File: src/rtl/sub16_serial.sv
// Serial subtractor: z = x - y computed SLICE bits per clock, LSB slice first,
// with borrow-as-inverted-carry chained between slices and adder-style flags.
//
// state | meaning
// IDLE  | waiting for start; operands captured on the accepted edge
// RUN   | one slice of x + ~y + c per cycle; results loaded on the last slice
// DONE  | done pulse for one cycle, then back to IDLE
module sub16_serial #(
  parameter int WIDTH = 16,
  parameter int SLICE = 4
) (
  input  logic             clk,
  input  logic             rst,
  input  logic             start,
  input  logic [WIDTH-1:0] x,
  input  logic [WIDTH-1:0] y,
  output logic [WIDTH-1:0] z,
  output logic             sign,
  output logic             zero,
  output logic             borrow,
  output logic             parity,
  output logic             overflow,
  output logic             busy,
  output logic             done
);

  localparam int N  = WIDTH / SLICE;
  localparam int CW = (N > 1) ? $clog2(N) : 1;
  localparam logic [CW-1:0] LAST = CW'(N - 1);

  typedef enum logic [1:0] {IDLE, RUN, DONE} state_t;

  state_t           state;
  logic [WIDTH-1:0] xr, yr, acc, acc_nx;
  logic [CW-1:0]    cnt;
  logic             c;
  logic [SLICE-1:0] xs, ys;
  logic [SLICE:0]   sum;

  // acc fills from the top, so after N shifts slice 0 sits at the bottom
  always_comb begin
    xs     = xr[cnt*SLICE +: SLICE];
    ys     = yr[cnt*SLICE +: SLICE];
    sum    = {1'b0, xs} + {1'b0, ~ys} + {{SLICE{1'b0}}, c};
    acc_nx = (acc >> SLICE) | (WIDTH'(sum[SLICE-1:0]) << (WIDTH - SLICE));
  end

  always_ff @(posedge clk) begin
    if (rst) begin
      state    <= IDLE;
      xr       <= '0;
      yr       <= '0;
      acc      <= '0;
      cnt      <= '0;
      c        <= 1'b0;
      z        <= '0;
      sign     <= 1'b0;
      zero     <= 1'b0;
      borrow   <= 1'b0;
      parity   <= 1'b0;
      overflow <= 1'b0;
      busy     <= 1'b0;
      done     <= 1'b0;
    end else begin
      case (state)
        IDLE: begin
          if (start) begin
            xr    <= x;
            yr    <= y;
            acc   <= '0;
            c     <= 1'b1;
            cnt   <= '0;
            busy  <= 1'b1;
            state <= RUN;
          end
        end
        RUN: begin
          acc <= acc_nx;
          c   <= sum[SLICE];
          cnt <= cnt + 1'b1;
          if (cnt == LAST) begin
            state    <= DONE;
            done     <= 1'b1;
            z        <= acc_nx;
            sign     <= acc_nx[WIDTH-1];
            zero     <= (acc_nx == '0);
            borrow   <= ~sum[SLICE];
            parity   <= ~^acc_nx;
            overflow <= (xr[WIDTH-1] != yr[WIDTH-1]) && (acc_nx[WIDTH-1] != xr[WIDTH-1]);
          end
        end
        DONE: begin
          done  <= 1'b0;
          busy  <= 1'b0;
          state <= IDLE;
        end
        default: state <= IDLE;
      endcase
    end
  end

endmodule

File: config.mk
export PLATFORM = sky130hd
export DESIGN_NAME = sub16_serial
export DESIGN_NICKNAME = d
export VERILOG_FILES = /design/src/rtl/sub16_serial.sv
export SDC_FILE = /design/constraint.sdc
export NUM_CORES = 1
export LEC_CHECK = 0
export CAP_MARGIN = 20
export CORE_MARGIN = 1
export CORE_UTILIZATION = 52
export CTS_CLUSTER_DIAMETER = 50
export DETAILED_ROUTE_END_ITERATION = 12
export PLACE_DENSITY = 0.8
export SETUP_SLACK_MARGIN = 0.02
export SYNTH_ARGS = -nofsm -noshare
export SYNTH_HDL_FRONTEND = slang
export SYNTH_SLANG_ARGS = --single-unit
File: constraint.sdc
create_clock -name clk -period 3.9 [get_ports clk]
set_clock_uncertainty 0.1 [all_clocks]
set_input_delay 0.975 -clock clk [delete_from_list [all_inputs] [get_ports clk]]
set_output_delay 0.975 -clock clk [all_outputs]
set_load 0.01 [all_outputs]
## Yosys cells after proc, flatten, opt, wreduce, memory -nomap -nowiden

Index checks and enable logic that the tools add are counted.

| storage, ports and cells | value |
|---|---|
| bits in registers | 76 |
| bits in latches | 0 |
| memory bits (writable) | 0 |
| ROM bits | 0 |
| output and inout port bits | 23 |
| memories kept | 0 |

| operators by class | value |
|---|---|
| add/subtract/negate cells | 3 |
| multipliers | 0 |
| div/mod/pow operators | 0 |
| order comparisons | 0 |
| eq/ne operators | 7 |
| shifts and indexed selects | 2 |
| muxes and demuxes | 12 |
| bitwise gates (word level) | 3 |
| reductions and logical operators | 13 |

Operators with widths:

| operator | count |
|---|---|
| 16-bit one-hot mux with 2 select lines | 1 |
| 16-bit by 5-bit variable part select with 4-bit output | 2 |
| 16-bit logical NOT | 1 |
| 16-bit two-way mux | 1 |
| 12-bit by 16-bit bitwise OR with 16-bit output | 1 |
| 16-bit XNOR reduction | 1 |
| 2-bit AND reduction | 6 |
| 2-bit one-hot mux with 2 select lines | 2 |
| 2-bit two-way mux | 3 |
| 1-bit one-hot mux with 2 select lines | 3 |
| 2-bit nonzero test | 3 |
| 4-bit by 4-bit adder with 5-bit output | 1 |
| 5-bit by 1-bit adder with 5-bit output | 1 |
| 2-bit equality test, second input constant | 2 |
| 2-bit inequality test, second input constant | 2 |
| 4-bit NOT | 1 |
| 2-bit by 1-bit adder with 2-bit output, second input constant | 1 |
| 2-bit by 1-bit equality test with 1-bit output, second input constant | 1 |
| 2-bit logical NOT | 1 |
| 1-bit two-way mux | 2 |
| 1-bit inequality test | 2 |
| 1-bit logical AND | 1 |
| 1-bit NOT | 1 |

## Logic depth before layout (Yosys ltp)

Gate-level depths: netlist of the first run.

| depth | value |
|---|---|
| word-level depth | 7 |
| mapped depth | 11 |
| gate-level depth less buffers | 10 |

## Worst setup path after synthesis of the first run

Ideal clock, no wire load.

| timing path | value |
|---|---|
| path kind | register -> register |
| start | register cnt[0] |
| end | register parity |
| setup time | 79 ps |
| arrival | 3144 ps |
| required time | 3721 ps |
| setup slack | 576 ps |
| cell stages (with the launch flop) | 11 |
| path buffers | 1 |
| path through | dfxtp_1 -> buf_2 -> mux4_2 -> fa_1 -> fa_1 -> ha_1 -> xnor2_1 -> xnor3_1 -> xnor2_1 -> xnor2_1 -> a211oi_2 |

| on the way | value |
|---|---|
| word-level cells in the longest chain between the ends | 6 |
| elaborated cells between the ends (all ways) | 9 |
| classes of those cells | add/sub (2); eq/ne (1); shift (2); bitwise (2); reduce/logical (2) |

Ends and longest elaborated chain:

| item | line | RTL |
|---|---|---|
| start, declared | 35 | `logic [CW-1:0] cnt;` |
| start signal, assigned | 80 | `cnt <= cnt + 1'b1;` |
| 16-bit by 5-bit variable part select with 4-bit output | 43 | `ys = yr[cnt*SLICE +: SLICE];` |
| 4-bit NOT | 44 | `sum = {1'b0, xs} + {1'b0, ~ys} + {{SLICE{1'b0}}, c};` |
| 4-bit by 4-bit adder with 5-bit output | 44 |  |
| 5-bit by 1-bit adder with 5-bit output | 44 |  |
| 12-bit by 16-bit bitwise OR with 16-bit output | 45 | `acc_nx = (acc >> SLICE) \| (WIDTH'(sum[SLICE-1:0]) << (WIDTH - SLICE));` |
| 16-bit XNOR reduction | 88 | `parity <= ~^acc_nx;` |
| end signal, assigned | 88 |  |
| end, declared | 21 | `output logic parity,` |

Parallel ways exist; a longest one is shown, timed or not.
A chain may end at the register's enable or synchronous reset.

## Worst setup path in the final report of the first run

Ends and elaborated chain as after synthesis.

==> qor.csv, run 1 <==
metric,value,unit
cp.depth,11,
cts_setup_buffers,0,
clock_tree.buffer_depth,2,
die_x,78.9,µm
drtAntennaViolNets,0,
cts_buffers,9,
path_class,reg -> reg,
vdd_drop_max,0.000307,V
rows,27,
powerDensity,447,nW/µm²
grt_usage,0.231,
core-area,5610,µm²
status,finished clean,
clock_latency,0.35,ns
grt_pass1_wl,11000,µm
final_util,0.695,
multi_input_area,1480,µm²
min_period,3.45,ns
synth_area_leaders,"dfxtp_1 (46%), nand2_1 (13%), a21oi_1 (11%)",
synth_cells,367,
gr-usage-met3,0.0425,
yosysMostFrequentCell,nand2_1,
rsz0062_at_grt,false,
fmax,0.290,GHz
worstRegToRegCells,11,
synthArstFlopShare,0,
timing.final.crit_share,0.885,
path_max_fanout,6,
nets,463,
drive_gt1_frac,0.0905,
globalRouteMet1Util,0.263,
seq_area_frac_synth,0.463,
fill_cells,474,
critical_path.endpoint,parity,
antenna_found_initial,0,
holdCritPathClass,reg -> reg,
hold_buffers,0,
top_usage_layer,met2,
final_cells,492,
max_stage_delay,0.52,ns
synth_edf_count,0,
io_pins,58,
antenna_cells,0,
arrival,3.55,ns
post_drt_via_cell_ratio,5.25,
maxSlewViolCount,0,
drc_errors,0,
synth_cell_types,35,
routedWlPerCell,12.8,µm
place_area,3670,µm²
ys_ff_latch,71,
overflow,0,
cp_common_cell,xnor2_1,
dp_hpwl,4340,µm
worst_pin_slew,1.04,ns
hold_violations,0,
cts_tree,built,
cp-startpoint,cnt[0],
final.setup.tns,0,ns
initial_core_util,0.548,
place_ws,0.455,ns
drt-initial-drc-count,130,
vias,2583,
gr-usage-met2,0.402,
cp_slowest_cell,dfxtp_1,
synthesis.nets,415,
dieArea,6220,µm²
synth.avg_cell_area,8.37,µm²
firstDrtPassIters,4,
grt_pass1_vias,2543,
holdWs,0.353,ns
worst_setup_path_end_kind,flop,
cts-resized-gates,0,
cap_violations,0,
yosysWarnings,0,
r2r-start,cnt[0],
gp_congestion,0.820,
wl,6310,µm
rrSetupSlack,0.45,ns
worstPathCellList,buf_4 -> mux4_2 -> inv_1 -> fa_1 -> fa_1 -> ha_1 -> xnor2_1 -> xnor3_1 -> xnor2_1 -> xnor2_1 -> a211oi_2,
r2r-end,parity,
grt_max_degree,50,
cts.sinks,71,
stdcell_area,3900,µm²
cp-start-kind,flop,
path_clk_slew,0.08,ns
p_leak,1.40,nW
io_buffers,57,
dp.cells,476,
synthFlopType,dfxtp_1,
yosysTopAreaCell,dfxtp_1,
max_slew_margin,0.303,
finalSetupViolCount,0,
cpLargestDelayFamily,adder cells,
syn_area,3070,µm²
die_h,78.9,µm
worst_slack,0.449,ns
clockRootBuffer,clkbuf_8,
htree_num_levels,3,
power.total,1.74,mW
synth.top_cell.area_share,0.463,
areaGrowthSynthToFinish,26.8,%
synthTopCellsByCount,"nand2_1 (108), dfxtp_1 (71), a21oi_1 (66)",
crit_buf_inv,2,
seq_area,1420,µm²
crit_required,4.00,ns
[worst register-to-register path, stage by stage (launching register included)]
cell and delay (ns):
dfxtp_1 0.52, buf_4 0.23, mux4_2 0.50, inv_1 0.09, fa_1 0.21, fa_1 0.46
ha_1 0.33, xnor2_1 0.15, xnor3_1 0.24, xnor2_1 0.20, xnor2_1 0.16, a211oi_2 0.09
[report_power, final]
group	switching, mW	leakage, nW	internal, mW	total [mW]
logic	0.147	0.713	0.152	0.299
clock network	0.268	0.114	0.395	0.663
registers	0.0241	0.579	0.756	0.780
total	0.439	1.40	1.30	1.74
[layout make-up]
cell class / instances / area share
multi-input combinational: 250 / 0.379
sequential: 71 / 0.365
timing repair buffer: 63 / 0.157
clock buffer: 13 / 0.0408
tap: 72 / 0.0231
inverter: 20 / 0.0193
clock inverter: 3 / 0.0167
[layout by cell type, fill, tap and decap left out, types with 2 or more instances in the layout]
master / count
a211oi_1: 4
a21oi_1: 66
a31oi_1: 2
buf_4: 6
bufinv_16: 2
clkbuf_1: 2
clkbuf_8: 11
clkdlybuf4s50_1: 56
dfxtp_1: 71
fa_1: 2
ha_1: 11
inv_1: 19
mux4_2: 8
nand2_1: 108
nand3_1: 12
nand3b_1: 2
nor2_1: 11
or2_2: 2
xnor2_1: 5
[registers in the layout, summed over array words and instances (netlist names)]
register	flops
borrow	1
acc	12
cnt	2
done	1
parity	1
c	1
busy	1
z	16
xr	16
overflow	1
state	2
yr	16
zero	1
[worst min path at each step]
stage / start / end / slack (ns) / depth (start not counted)
floorplan: xr[10] / xr[10] / 0.33 / 2
global placement: zero / zero / 0.34 / 2
detailed placement: z[7] / z[7] / 0.35 / 2
CTS: z[7] / z[7] / 0.36 / 2
global route: zero / zero / 0.37 / 2
finish: z[7] / z[7] / 0.35 / 2
[kinds of logic (layout without fill, tap and decap cells)]
kind of cell / count (synthesis) / after routing / synth area share
compound gates: 76 / 76 / 0.133
flops: 71 / 71 / 0.463
fa+ha+maj: 13 / 13 / 0.0578
mux: 8 / 8 / 0.0587
buf+inv: 46 / 99 / 0.0587
xor+xnor: 9 / 9 / 0.0350
simple gates: 144 / 144 / 0.194
[routing by layer]
| metal | up-vias | wire length (µm) | share of wire |
|---|---|---|---|
| li1 | 1312 | - | - |
| met5 | - | 0 | 0 |
| met3 | 17 | 283 | 0.045 |
| met1 | 1187 | 2710 | 0.43 |
| met4 | 0 | 178 | 0.028 |
| met2 | 67 | 3140 | 0.50 |
Power figures use the tool's default switching activity.
==> run 2: changes to the inputs <==
--- a/config.mk
+++ b/config.mk
@@ -11,7 +11,6 @@
 export CTS_CLUSTER_DIAMETER = 50
 export DETAILED_ROUTE_END_ITERATION = 12
 export PLACE_DENSITY = 0.8
-export SETUP_SLACK_MARGIN = 0.02
 export SYNTH_ARGS = -nofsm -noshare
 export SYNTH_HDL_FRONTEND = slang
 export SYNTH_SLANG_ARGS = --single-unit
==> results of run 2 <==
No change in the layout: final DEF, timing and power equal those of run 1.
